==> src/rtl/instruction_fetcher.sv <==
// instruction_fetcher: front-end fetch stage. It issues one memory fetch at a
// time, predicts the next PC and buffers fetched words in a small queue whose
// head feeds the decoder.
// Optional feature: define FETCHER_BHT_EN to build a 2-bit branch history
// table for conditional-branch prediction. Without it, every conditional
// branch is predicted not-taken.
module instruction_fetcher #(
  parameter int IQ_DEPTH = 4,
  parameter int BHT_BITS = 6
) (
  input  logic        clk,
  input  logic        rst,
  input  logic        rdy,
  output logic        out_mem_req,
  output logic [31:0] out_mem_addr,
  input  logic [31:0] in_mem_inst,
  input  logic        in_mem_done,
  output logic [31:0] out_dec_inst,
  output logic [31:0] out_dec_pc,
  output logic        out_dec_jump_flag,
  output logic        out_dec_valid,
  input  logic        in_issue_stall,
  input  logic        in_rob_clear,
  input  logic [31:0] in_rob_newpc,
  input  logic        in_rob_br_valid,
  input  logic [31:0] in_rob_br_pc,
  input  logic        in_rob_br_taken
);

  localparam int PW = $clog2(IQ_DEPTH);
  localparam int CW = PW + 1;
  localparam logic [CW-1:0] DEPTH_C = CW'(IQ_DEPTH);

  localparam logic [6:0] OP_JAL    = 7'b1101111;
  localparam logic [6:0] OP_BRANCH = 7'b1100011;

  typedef enum logic [1:0] {IDLE, BUSY, FLUSH} state_t;

  state_t        state, state_nx;
  logic [31:0]   pc, pc_nx;
  logic          mem_req_nx;
  logic [31:0]   mem_addr_nx;
  logic          push;
  logic          pop;

  logic [31:0]   q_inst [IQ_DEPTH];
  logic [31:0]   q_pc   [IQ_DEPTH];
  logic          q_flag [IQ_DEPTH];
  logic [PW-1:0] head, tail;
  logic [CW-1:0] count;

  logic [6:0]    opcode;
  logic [31:0]   j_imm, b_imm;
  logic [31:0]   next_pc;
  logic          next_flag;
  logic          br_predict_taken;

  // Immediate decode of the returned word (only meaningful while in_mem_done)
  assign opcode = in_mem_inst[6:0];
  assign j_imm  = {{11{in_mem_inst[31]}}, in_mem_inst[31], in_mem_inst[19:12],
                   in_mem_inst[20], in_mem_inst[30:21], 1'b0};
  assign b_imm  = {{19{in_mem_inst[31]}}, in_mem_inst[31], in_mem_inst[7],
                   in_mem_inst[30:25], in_mem_inst[11:8], 1'b0};

`ifdef FETCHER_BHT_EN
  localparam int unsigned BHT_N = 2 ** BHT_BITS;

  logic [1:0]          bht [BHT_N];
  logic [BHT_BITS-1:0] bht_rd_idx;
  logic [BHT_BITS-1:0] bht_wr_idx;
  logic                unused_br;

  assign bht_rd_idx       = pc[BHT_BITS+1:2];
  assign bht_wr_idx       = in_rob_br_pc[BHT_BITS+1:2];
  assign br_predict_taken = bht[bht_rd_idx][1];
  assign unused_br        = ^{in_rob_br_pc[31:BHT_BITS+2], in_rob_br_pc[1:0]};

  // Saturating counter training from committed branch outcomes (also in clear cycles)
  always_ff @(posedge clk) begin
    if (!rst) begin
      for (int unsigned i = 0; i < BHT_N; i++) bht[i] <= 2'b01;
    end else if (rdy && in_rob_br_valid) begin
      if (in_rob_br_taken && bht[bht_wr_idx] != 2'b11)
        bht[bht_wr_idx] <= bht[bht_wr_idx] + 2'd1;
      else if (!in_rob_br_taken && bht[bht_wr_idx] != 2'b00)
        bht[bht_wr_idx] <= bht[bht_wr_idx] - 2'd1;
    end
  end
`else
  logic unused_br;

  assign br_predict_taken = 1'b0;
  assign unused_br        = ^{in_rob_br_valid, in_rob_br_pc, in_rob_br_taken};
`endif

  // Next-PC prediction for the word being returned at the current pc
  always_comb begin
    next_pc   = pc + 32'd4;
    next_flag = 1'b0;
    if (opcode == OP_JAL) begin
      next_pc   = pc + j_imm;
      next_flag = 1'b1;
    end else if (opcode == OP_BRANCH && br_predict_taken) begin
      next_pc   = pc + b_imm;
      next_flag = 1'b1;
    end
  end

  // Fetch FSM next-state, request and pc update
  always_comb begin
    state_nx    = state;
    pc_nx       = pc;
    mem_req_nx  = out_mem_req;
    mem_addr_nx = out_mem_addr;
    push        = 1'b0;
    unique case (state)
      IDLE: begin
        if (in_rob_clear) begin
          pc_nx = in_rob_newpc;
        end else if (count < DEPTH_C) begin
          state_nx    = BUSY;
          mem_req_nx  = 1'b1;
          mem_addr_nx = pc;
        end
      end
      BUSY: begin
        if (in_rob_clear) begin
          // A completion in the clear cycle is dropped; otherwise wait it out
          pc_nx      = in_rob_newpc;
          mem_req_nx = 1'b0;
          state_nx   = in_mem_done ? IDLE : FLUSH;
        end else if (in_mem_done) begin
          push       = 1'b1;
          pc_nx      = next_pc;
          mem_req_nx = 1'b0;
          state_nx   = IDLE;
        end
      end
      FLUSH: begin
        if (in_rob_clear) pc_nx = in_rob_newpc;
        if (in_mem_done) state_nx = IDLE;
      end
      default: begin
        state_nx   = IDLE;
        mem_req_nx = 1'b0;
      end
    endcase
  end

  // FSM state, pc and memory request registers
  always_ff @(posedge clk) begin
    if (!rst) begin
      state        <= IDLE;
      pc           <= '0;
      out_mem_req  <= 1'b0;
      out_mem_addr <= '0;
    end else if (rdy) begin
      state        <= state_nx;
      pc           <= pc_nx;
      out_mem_req  <= mem_req_nx;
      out_mem_addr <= mem_addr_nx;
    end
  end

  assign pop = out_dec_valid & ~in_issue_stall & ~in_rob_clear;

  // Queue pointers and occupancy; a clear wins over any push or pop
  always_ff @(posedge clk) begin
    if (!rst) begin
      head  <= '0;
      tail  <= '0;
      count <= '0;
    end else if (rdy) begin
      if (in_rob_clear) begin
        head  <= '0;
        tail  <= '0;
        count <= '0;
      end else begin
        if (push) tail <= tail + 1'b1;
        if (pop)  head <= head + 1'b1;
        case ({push, pop})
          2'b10:   count <= count + 1'b1;
          2'b01:   count <= count - 1'b1;
          default: count <= count;
        endcase
      end
    end
  end

  // Queue storage; contents past count are don't-care so no reset is needed
  always_ff @(posedge clk) begin
    if (rdy && push) begin
      q_inst[tail] <= in_mem_inst;
      q_pc[tail]   <= pc;
      q_flag[tail] <= next_flag;
    end
  end

  // Decoder view of the queue head, zeroed while empty
  always_comb begin
    out_dec_valid     = (count != '0);
    out_dec_inst      = '0;
    out_dec_pc        = '0;
    out_dec_jump_flag = 1'b0;
    if (out_dec_valid) begin
      out_dec_inst      = q_inst[head];
      out_dec_pc        = q_pc[head];
      out_dec_jump_flag = q_flag[head];
    end
  end

endmodule

==> config.mk <==
export PLATFORM = sky130hd
export DESIGN_NAME = instruction_fetcher
export DESIGN_NICKNAME = d
export VERILOG_FILES = /design/src/rtl/instruction_fetcher.sv
export SDC_FILE = /design/constraint.sdc
export NUM_CORES = 1
export LEC_CHECK = 0
export ABC_CLOCK_PERIOD_IN_PS = 4420
export CAP_MARGIN = 20
export CORE_UTILIZATION = 42
export CTS_CLUSTER_DIAMETER = 150
export DETAILED_ROUTE_END_ITERATION = 8
export REMOVE_ABC_BUFFERS = 1
export SLEW_MARGIN = 20
export SYNTH_ARGS = -nofsm -noshare
export SYNTH_HDL_FRONTEND = slang
export SYNTH_SLANG_ARGS = --single-unit
==> constraint.sdc <==
create_clock -name clk -period 4.42 [get_ports clk]
set_input_delay 0.884 -clock clk [delete_from_list [all_inputs] [get_ports clk]]
set_output_delay 0.884 -clock clk [all_outputs]
set_load 0.03 [all_outputs]
==> metrics, run 1 <==
Root Driver=clkbuf_16; final wirelength=~40000 um; Routed Antenna Nets=0; Max Cap Viol=0; top-count cell post-synth=edfxtp_1; Cell Area, Synth=roughly 16000 um^2; non-filler instance count after layout=1892; total power=7.12 mW; Hold Violations, Final=0; number of flops mapped to enable cells by yosys=260; fill count=~3200; Clk pwr share=42.7%; first-pass iteration count of the detailed router=5; port buffer count=between 150 and 200; vias=10600; unrepaired setup endpoints after global routing=false; Startpoint Class=flop; Reg2Reg Launch Point=pc[1]$_SDFFE_PN0P_; hold_buf cts=0; vias per std cell=5.61; CTS buffer count=36; Clk pin slew, worst setup/hold paths=approximately 60 ps; Worst EP arrival=3030 ps; area leader, netlist=edfxtp_1; Leak=6.40 nW; num ports=slightly above 200; Primary FF master, synth=edfxtp_1; number of global-route vias before repair=between 10000 and 15000; Placed Cells=between 1500 and 2000; drt drc=0; crit end category=output pin; H-tree Lvls=2; status=finished clean; antenna violations before repair=0; synth top area cells=edfxtp_1 (50%), dfxtp_1 (9.7%), mux4_2 (9.3%), nand2_1 (3.2%), a21oi_1 (2.9%); gpl congestion=0.902; P_int=5.52 mW; post-synthesis sequential area ratio=59.2%; GRT Util Overall=21.2%; CP max FO=51; first-pass GRT wire length=62200 um; Slew Limit Fails=0; Commonest cells post-synth=edfxtp_1 (260), nand2_1 (134), a21oi_1 (92); Period Utilization, post-route=88.6%; final setup violation count=0; Worst Setup SP=count[0]$_SDFFE_PN0P_; Clock Sinks=between 300 and 400; Total Nets Final=1537; Worst Slack Setup Final=502 ps; FMAX=255 MHz; synth unique cells=84; Die Span Y=about 200 um; sw frac=about 23%; Post-CTS Setup Bufs=0; die area=38300 um^2; Core Region=36800 um^2; Peak VDD IR=0.000213 V; per-cell routed wire length=21.3 um; Setup TNS Final=0 ps; CTS resizes=0; Post-Place Setup Slack=521 ps; Mean Syn Cell Area=12.8 um^2; n_diodes=0; largest net degree at the start of global routing=66; starting density of the core=42.8%; Min Clock Period, post-route=3920 ps; Hold Crit Start=out_mem_addr[14]$_SDFFE_PN0P_; Clock Skews=~25 ps; WS Path Type=flop to output pin; Row Count=70; Remaining Overflow, GRT=0; hpwl dp=26000 um; 1st-iter DRT viols=between 600 and 700; proportion of layout cells with a drive suffix above 1=12.5%; Syn Inst Count=1229; #FFs+latches synth=between 300 and 400; clock tree from TritonCTS=yes; clk_lat worst skew=520 ps; post-layout instance area=19300 um^2; Async SR Flop Fraction=0%; Slew @ Worst Pin=973 ps; top-area cell type share of the netlist area=49.6%; combinational power share=8.1%; Clock Tree Buf Depth=3; width of the die=roughly 200 um; yosys warns=0; Hold Path Class=flop to flop; Pwr Density=370 nW/um^2; switching pwr=1.61 mW; slew margin rel.=35.1%; Post-DP Area=roughly 18000 um^2; share of power burned in registers=49.2%; area grow syn2layout=22.3%; Critical Path RT=3540 ps
[final cells by class]
type	instances	area [um^2]	area share, %
Clock inverter	12	145	0.754
Multi-Input combinational cell	803	6080	31.6
Timing Repair Buffer	195	1960	10.2
Tap cell	468	586	3.04
Clock buffer	54	1060	5.51
Sequential cell	336	9340	48.5
Inverter	24	90.1	0.468
[placed cells by master, fill, tap and decap left out, drive strengths merged, types with 20 or more instances in the layout]
cell / synthesis / routed
a21oi: 93 / 93
clkbuf: 51 / 54
mux4: 65 / 65
xnor2: 20 / 20
o21ai: 44 / 44
clkdlybuf4s50: 0 / 168
and2: 72 / 72
dfxtp: 76 / 76
inv: 24 / 24
ha: 35 / 35
nor2: 60 / 60
edfxtp: 260 / 260
nand3: 31 / 31
nor3: 26 / 26
nand2: 134 / 134
buf: 15 / 27
[kinds of logic after synthesis]
logic type               after synthesis  synth area share (%)
AND/OR/NAND/NOR                      397                  12.8
flip-flops                           336                  59.2
AO/OA/AOI/OAI                        264                  11.1
buffers and inverters                 90                  2.33
multiplexers                          68                  9.49
XOR/XNOR                              37                  2.06
adder cells (fa/ha/maj)               37                  3.03
[power by group through the flow]
stage               Combinational (mW)  Clock (mW)  Sequential (mW)
floorplan                        0.322           0             3.56
global placement                 0.569           0             3.57
detailed placement               0.572           0             3.57
CTS                              0.576        3.09             3.50
global route                     0.632        3.21             3.51
finish                           0.576        3.04             3.50
[critical path, stage by stage (launching register included)]
cell and delay, ps:
dfxtp_1 350, nor3_1 500, inv_2 530, buf_4 370, and2_1 150, clkdlybuf4s50_1 600
[state kept, by name (all words and copies together), names as in the netlist, named ones only]
signal        count
pc               32
head              2
out_mem_addr     32
q_inst          128
out_mem_req       1
q_flag            4
tail              2
q_pc            128
count             3
state             2
[metal layers]
layer	up-vias	global-route usage, %	wire length, um
li1	5023	-	-
met1	5246	30.5	18700
met2	303	34.7	19000
met3	44	2.76	2040
met4	0	4.23	600
met5	-	0	0
[stage by stage]
stage                     utilization (%)  hold slack [ps]
after floorplan                         -              471
after global placement               49.1              445
after detailed placement             49.1              446
after CTS                            52.4              454
after global routing                 52.4              471
final                                52.4              454
[final timing paths]
path / slack [ps] / to / depth (start not counted)
worst min register to register: 450 / out_mem_addr[14]$_SDFFE_PN0P_ / 2
worst max register to register: 1530 / pc[21]$_SDFFE_PN0P_ / 10
worst max-delay path: 500 / out_dec_pc[4] / 5
worst min-delay path: 450 / out_mem_addr[14]$_SDFFE_PN0P_ / 2
No activity file was read; power rests on OpenSTA's default activity.
==> run 2, diff against run 1 <==
--- a/config.mk
+++ b/config.mk
@@ -10,7 +10,6 @@
 export CORE_UTILIZATION = 42
 export CTS_CLUSTER_DIAMETER = 150
 export DETAILED_ROUTE_END_ITERATION = 8
-export REMOVE_ABC_BUFFERS = 1
 export SLEW_MARGIN = 20
 export SYNTH_ARGS = -nofsm -noshare
 export SYNTH_HDL_FRONTEND = slang
==> metrics, run 2 (same netlist as run 1, synthesis figures left out) <==
Min Clock Period, post-route=3830 ps (-83.4 ps); Routed Antenna Nets=0 (unchanged); post-layout instance area=19300 um^2 (+0.26%); number of global-route vias before repair=10600 (-0.094%); vias per std cell=5.66 (+0.84%); starting density of the core=42.8% (unchanged); CP max stage cell=clkdlybuf4s50_1; Setup TNS Final=0 ps (unchanged); clock tree from TritonCTS=yes; Hold Path Class=flop to flop; share of power burned in registers=48.5% (-0.7 points); Max Cap Viol=0 (unchanged); most frequent cells in the layout=edfxtp_1 (260), clkdlybuf4s50_1 (168), nand2_1 (134); port buffer count=168 (unchanged); Post-DP Area=18000 um^2 (about the same); drt drc=0 (unchanged); Critical Path Max Stage Delay=600 ps (about the same); gpl congestion=0.895 (-0.72%); area grow syn2layout=22.6%; status=finished clean; Leak=6.46 nW (+0.84%); Total Nets Final=1543 (+0.39%); first-pass GRT wire length=63800 um (+2.6%); CTS resizes=0 (unchanged); Clk pin slew, worst setup/hold paths=60 ps (about the same); sw frac=22.7% (+0.14 points); Slew Limit Fails=0 (unchanged); slew margin rel.=33.2% (-1.9 points); final wirelength=41300 um (+2.2%); width of the die=196 um (unchanged); H-tree Lvls=2 (unchanged); antenna violations before repair=0 (unchanged); Clk pwr share=43.4% (+0.7 points); FMAX=261 MHz (+2.2%); per-cell routed wire length=21.7 um (+1.8%); hold_buf cts=0 (unchanged); Period Utilization, post-route=86.8% (-1.9 points); Buf/Inv on CP=3 (unchanged); commonest non-fill, non-tap cell in the layout=edfxtp_1; Die Span Y=196 um (unchanged); CTS buffer count=38 (+5.6%); Root Driver=clkbuf_16; proportion of layout cells with a drive suffix above 1=13.1% (+0.57 points); vias=10700 (+1.2%); clk_lat worst skew=520 ps (about the same); final setup violation count=0 (unchanged); WS Path Type=flop to output pin; Hold Violations, Final=0 (unchanged); die area=38300 um^2 (unchanged); Clock Sinks=336 (unchanged); Clock Skews=14.6 ps (-10.7 ps); num ports=203 (unchanged); Clock Tree Buf Depth=3 (unchanged); Post-CTS Setup Bufs=0 (unchanged); switching pwr=1.65 mW (+2.5%); largest delay contributor family on the critical path=buffers and inverters; CP max FO=38 (-25%); largest net degree at the start of global routing=66 (unchanged); Core Region=36800 um^2 (unchanged); Worst EP arrival=2950 ps (-80 ps); n_diodes=0 (unchanged); GRT Util Overall=21.8% (+0.51 points); hpwl dp=27200 um (+4.5%); total nets after synthesis=1370; Critical Path RT=3540 ps (about the same); combinational power share=8.0% (about the same); CP Cell Sequence=nor3_1 > inv_2 > buf_4 > and2_1 > clkdlybuf4s50_1; P_int=5.61 mW (+1.6%); Pwr Density=376 nW/um^2 (+1.5%); crit end category=output pin; Slew @ Worst Pin=996 ps (+22.5 ps); 1st-iter DRT viols=786 (+17%); unrepaired setup endpoints after global routing=false; Remaining Overflow, GRT=0 (unchanged); Peak VDD IR=0.000231 V (+8.3%); Startpoint Class=flop; first-pass iteration count of the detailed router=5 (unchanged); top flop regs=q_inst: 128 flops, q_pc: 128 flops; Row Count=70 (unchanged)
## run 2: cell types whose count changed in the layout (fill, tap and decap cells not counted), sizes merged
| cell | change |
|---|---|
| clkbuf | +5 |
| clkinv | -1 |
| bufinv | -1 |
| buf | +4 |
## run 2: worst paths after layout
path / startpoint / end / slack, ps / cells past startpoint
setup / recovery: count[0]$_SDFFE_PN0P_ / out_dec_pc[17] / 590 / 5
hold / removal: out_mem_addr[19]$_SDFFE_PN0P_ / out_mem_addr[19]$_SDFFE_PN0P_ / 460 / 2
setup reg to reg: pc[1]$_SDFFE_PN0P_ / pc[21]$_SDFFE_PN0P_ / 1290 / 10
hold reg to reg: out_mem_addr[19]$_SDFFE_PN0P_ / out_mem_addr[19]$_SDFFE_PN0P_ / 460 / 2
## run 2: worst min-delay path: stages (launching register included)
cell and delay (ps):
dfxtp_1 310, nand2_1 50, a21boi_1 50
## run 2: cell type report
class	instances	area (um^2)
clock buffer	59	1160
multi-input combinational	803	6070
inverter	24	90.1
fill	3156	17500
sequential	336	9330
tap	468	586
timing repair buffer	199	1960
clock inverter	10	108
## run 2: routing by layer
metal / wire length, um / vias to the layer above / GRT usage [%] / share of wire, %
li1: - / 5028 / - / -
met2: 18800 / 369 / 33.8 / 46
met5: 0 / - / 0 / 0
met4: 1030 / 0 / 6.47 / 2.5
met3: 2400 / 59 / 3.26 / 5.8
met1: 19000 / 5289 / 31.6 / 46
## run 2: power by group through the flow
| stage | registers, mW | logic [mW] | clock network [mW] |
|---|---|---|---|
| floorplan | 3.56 | 0.342 | 0 |
| global placement | 3.58 | 0.572 | 0 |
| detailed placement | 3.58 | 0.573 | 0 |
| CTS | 3.52 | 0.578 | 3.21 |
| global route | 3.52 | 0.634 | 3.34 |
| finish | 3.52 | 0.582 | 3.15 |
## run 2: through the flow
| step | cells | util, % | setup WS [ps] | total power [mW] | hold WS (ps) |
|---|---|---|---|---|---|
| after floorplan | 1229 | - | 653 | 3.90 | 471 |
| after global placement | 1830 | 49.0 | 459 | 4.15 | 445 |
| after detailed placement | 1830 | 49.0 | 425 | 4.16 | 450 |
| after CTS | 1899 | 52.5 | 541 | 7.30 | 460 |
| after global routing | 1899 | 52.5 | 423 | 7.49 | 490 |
| final | 1899 | 52.5 | 585 | 7.25 | 462 |
==> patch: new RTL, config.mk and constraints of run 2 <==
Add a define of `FETCHER_BHT_EN`.
--- a/src/rtl/instruction_fetcher.sv
+++ b/src/rtl/instruction_fetcher.sv
@@ -5,4 +5,6 @@
 // table for conditional-branch prediction. Without it, every conditional
 // branch is predicted not-taken.
+`define FETCHER_BHT_EN
+
 module instruction_fetcher #(
   parameter int IQ_DEPTH = 4,
Behaviour: not the same (a bounded check fails within 4 cycles, from zero or initial values and one cycle with rst low).
==> patch against run 2 <==
- combinational power rose by 99%
- final area rose by 51%
- clock skew rose by 0.026 ns
- wire length rose by 72%
- synthesized cell count rose by 64%
- cell count rose by 63%
- die area rose by 51%
- sequential share of layout area fell by 2.7 points
- worst setup slack got worse by 0.37 ns
- power rose by 43%
- non-clock buffer count rose by 153
- sequential cell count rose by 134
- critical endpoint is now pc[23]
- area after synthesis rose by 51%
==> patch: results (changes against run 2) <==
Global routing
  • GRT Resource Usage Total: 0.2487 (was 0.2176)
  • Global-route wire length before repair: 107600 µm (was 63780 µm)
  • Initial antenna violation count: 2 (was 0)
  • Largest net degree at the start of global routing: 68 (was 66)

Critical path
  • Delay-heaviest family, CP: compound AO/OA/AOI/OAI gates (was buffers and inverters)
  • Worst endpoint data arrival time: 4.78 ns (was 2.95 ns)
  • Worst Path Max Fanout: 15 (was 38)
  • CP max stage cell: mux4_2 (was clkdlybuf4s50_1)
  • Max stage delay on crit path: 0.68 ns (was 0.60 ns)

CTS
  • Clock Latency Late Sink: 0.63 ns (was 0.52 ns)
  • CTS Buf Count: 51 (was 38)

Logic synthesis
  • Post-synth EDFFs: 388 (was 260)
  • Sequential fraction of the synthesis area: 0.5582 (was 0.5924)
  • Synth top cells by count: edfxtp_1, nand2_1, nor2_1, o21ai_0, a21oi_1 (was edfxtp_1, nand2_1, a21oi_1, dfxtp_1, and2_1)
  • Synth cell types: 82 (was 84)
  • Top cells by area, synth: edfxtp_1, mux4_2, dfxtp_1, nand2_1, o21ai_0 (was edfxtp_1, dfxtp_1, mux4_2, nand2_1, a21oi_1)

Placed design
  • Placer Congestion: 0.9398 (was 0.8952)
  • HPWL after DPL: 50470 µm (was 27210 µm)
  • Pre-CTS WS: -0.2624 ns (was 0.4248 ns)

Layout
  • Post-layout nets: 2449 (was 1543)
  • Biggest regs: bht x128, q_inst x128, q_pc x128 (was q_inst x128, q_pc x128)

Status
  • Status: finished clean (unchanged)

Pwr
  • Leak pwr: 9.898 nW (was 6.458 nW)
  • Net Sw Frac: 0.2481 (was 0.2270)

Routing
  • Drt first-iter violations: 1472 (was 786)
  • Total Wirelength: 70980 µm (was 41260 µm)

STA
  • Worst Clk Skew: 0.04089 ns (was 0.01458 ns)
patch: cell types whose count changed after synthesis, moves of 14 or more:
cell      before  now
a21oi_1       92  120
and3_1        10   27
clkbuf_1      51   86
edfxtp_1     260  388
mux2i_1        2   43
mux4_2        65   86
nand2_1      134  234
nand2b_1       7   21
nand3_1       30   55
nor2_1        60  163
nor2b_1        5   21
o21ai_0       43  123
xnor2_1       20   36
patch: stage by stage:
| stage | instances | cell area [µm²] | utilization | TNS [ns] | total power [mW] |
|---|---|---|---|---|---|
| floorplan | 2014 | 23810 | - | 0 | 5.687 |
| global placement | 2989 | 27460 | 0.4946 | -21.23 | 6.182 |
| detailed placement | 2989 | 27460 | 0.4946 | -31.38 | 6.197 |
| CTS | 3085 | 29130 | 0.5246 | 0 | 10.40 |
| global route | 3086 | 29130 | 0.5246 | 0 | 10.67 |
| finish | 3087 | 29130 | 0.5247 | 0 | 10.34 |
patch: worst register-to-register path, delay by kind of cell (launching register included):
kind | cells | cell delay, ns
compound gates | 5 | 1.66
mux | 2 | 0.92
buf+inv | 2 | 0.84
flops | 1 | 0.61
simple gates | 1 | 0.13
patch: path summary, 6_finish.rpt:
path | endpoint | start | depth (start not counted) | slack (ns)
setup / recovery | pc[23] | flop | 10 | 0.22
hold / removal | out_mem_addr[26] | out_mem_addr[26] | 2 | 0.46
setup reg to reg | pc[23] | flop | 10 | 0.22
hold reg to reg | out_mem_addr[26] | out_mem_addr[26] | 2 | 0.46
patch: layout make-up:
cell class | instances | share of cell area
Sequential cell | 470 | 0.4565
Multi-Input combinational cell | 1392 | 0.3402
Timing Repair Buffer | 352 | 0.1105
Clock buffer | 83 | 0.05218
Tap cell | 748 | 0.03213
Clock inverter | 13 | 0.004939
Inverter | 27 | 0.003479
Antenna cell | 2 | 0.0001718
patch: cell families after synthesis:
group / synth area share
AOI/OAI and AO/OA: 0.1169
xor gates and xnor gates: 0.02427
adders and majority gates: 0.02774
buffers and inverters: 0.02648
DFF: 0.5582
muxes: 0.1052
and+or+nand+nor: 0.1412
patch: routing by layer:
| layer | share of wire | global-route usage | vias to the layer above |
|---|---|---|---|
| li1 | - | - | 8169 |
| met1 | 0.43 | 0.3327 | 8756 |
| met2 | 0.49 | 0.4158 | 648 |
| met3 | 0.057 | 0.03020 | 110 |
| met4 | 0.029 | 0.08956 | 0 |
| met5 | 0 | 0 | - |
patch: power groups by stage:
| stage | Clock [mW] | Combinational, mW | Sequential [mW] |
|---|---|---|---|
| 3_5_place_dp | 0 | 1.14 | 5.05 |
| 6_report | 4.22 | 1.16 | 4.96 |
| 4_1_cts | 4.29 | 1.15 | 4.96 |
| 2_1_floorplan | 0 | 0.676 | 5.01 |
| 5_1_grt | 4.45 | 1.26 | 4.97 |
| 3_3_place_gp | 0 | 1.13 | 5.05 |
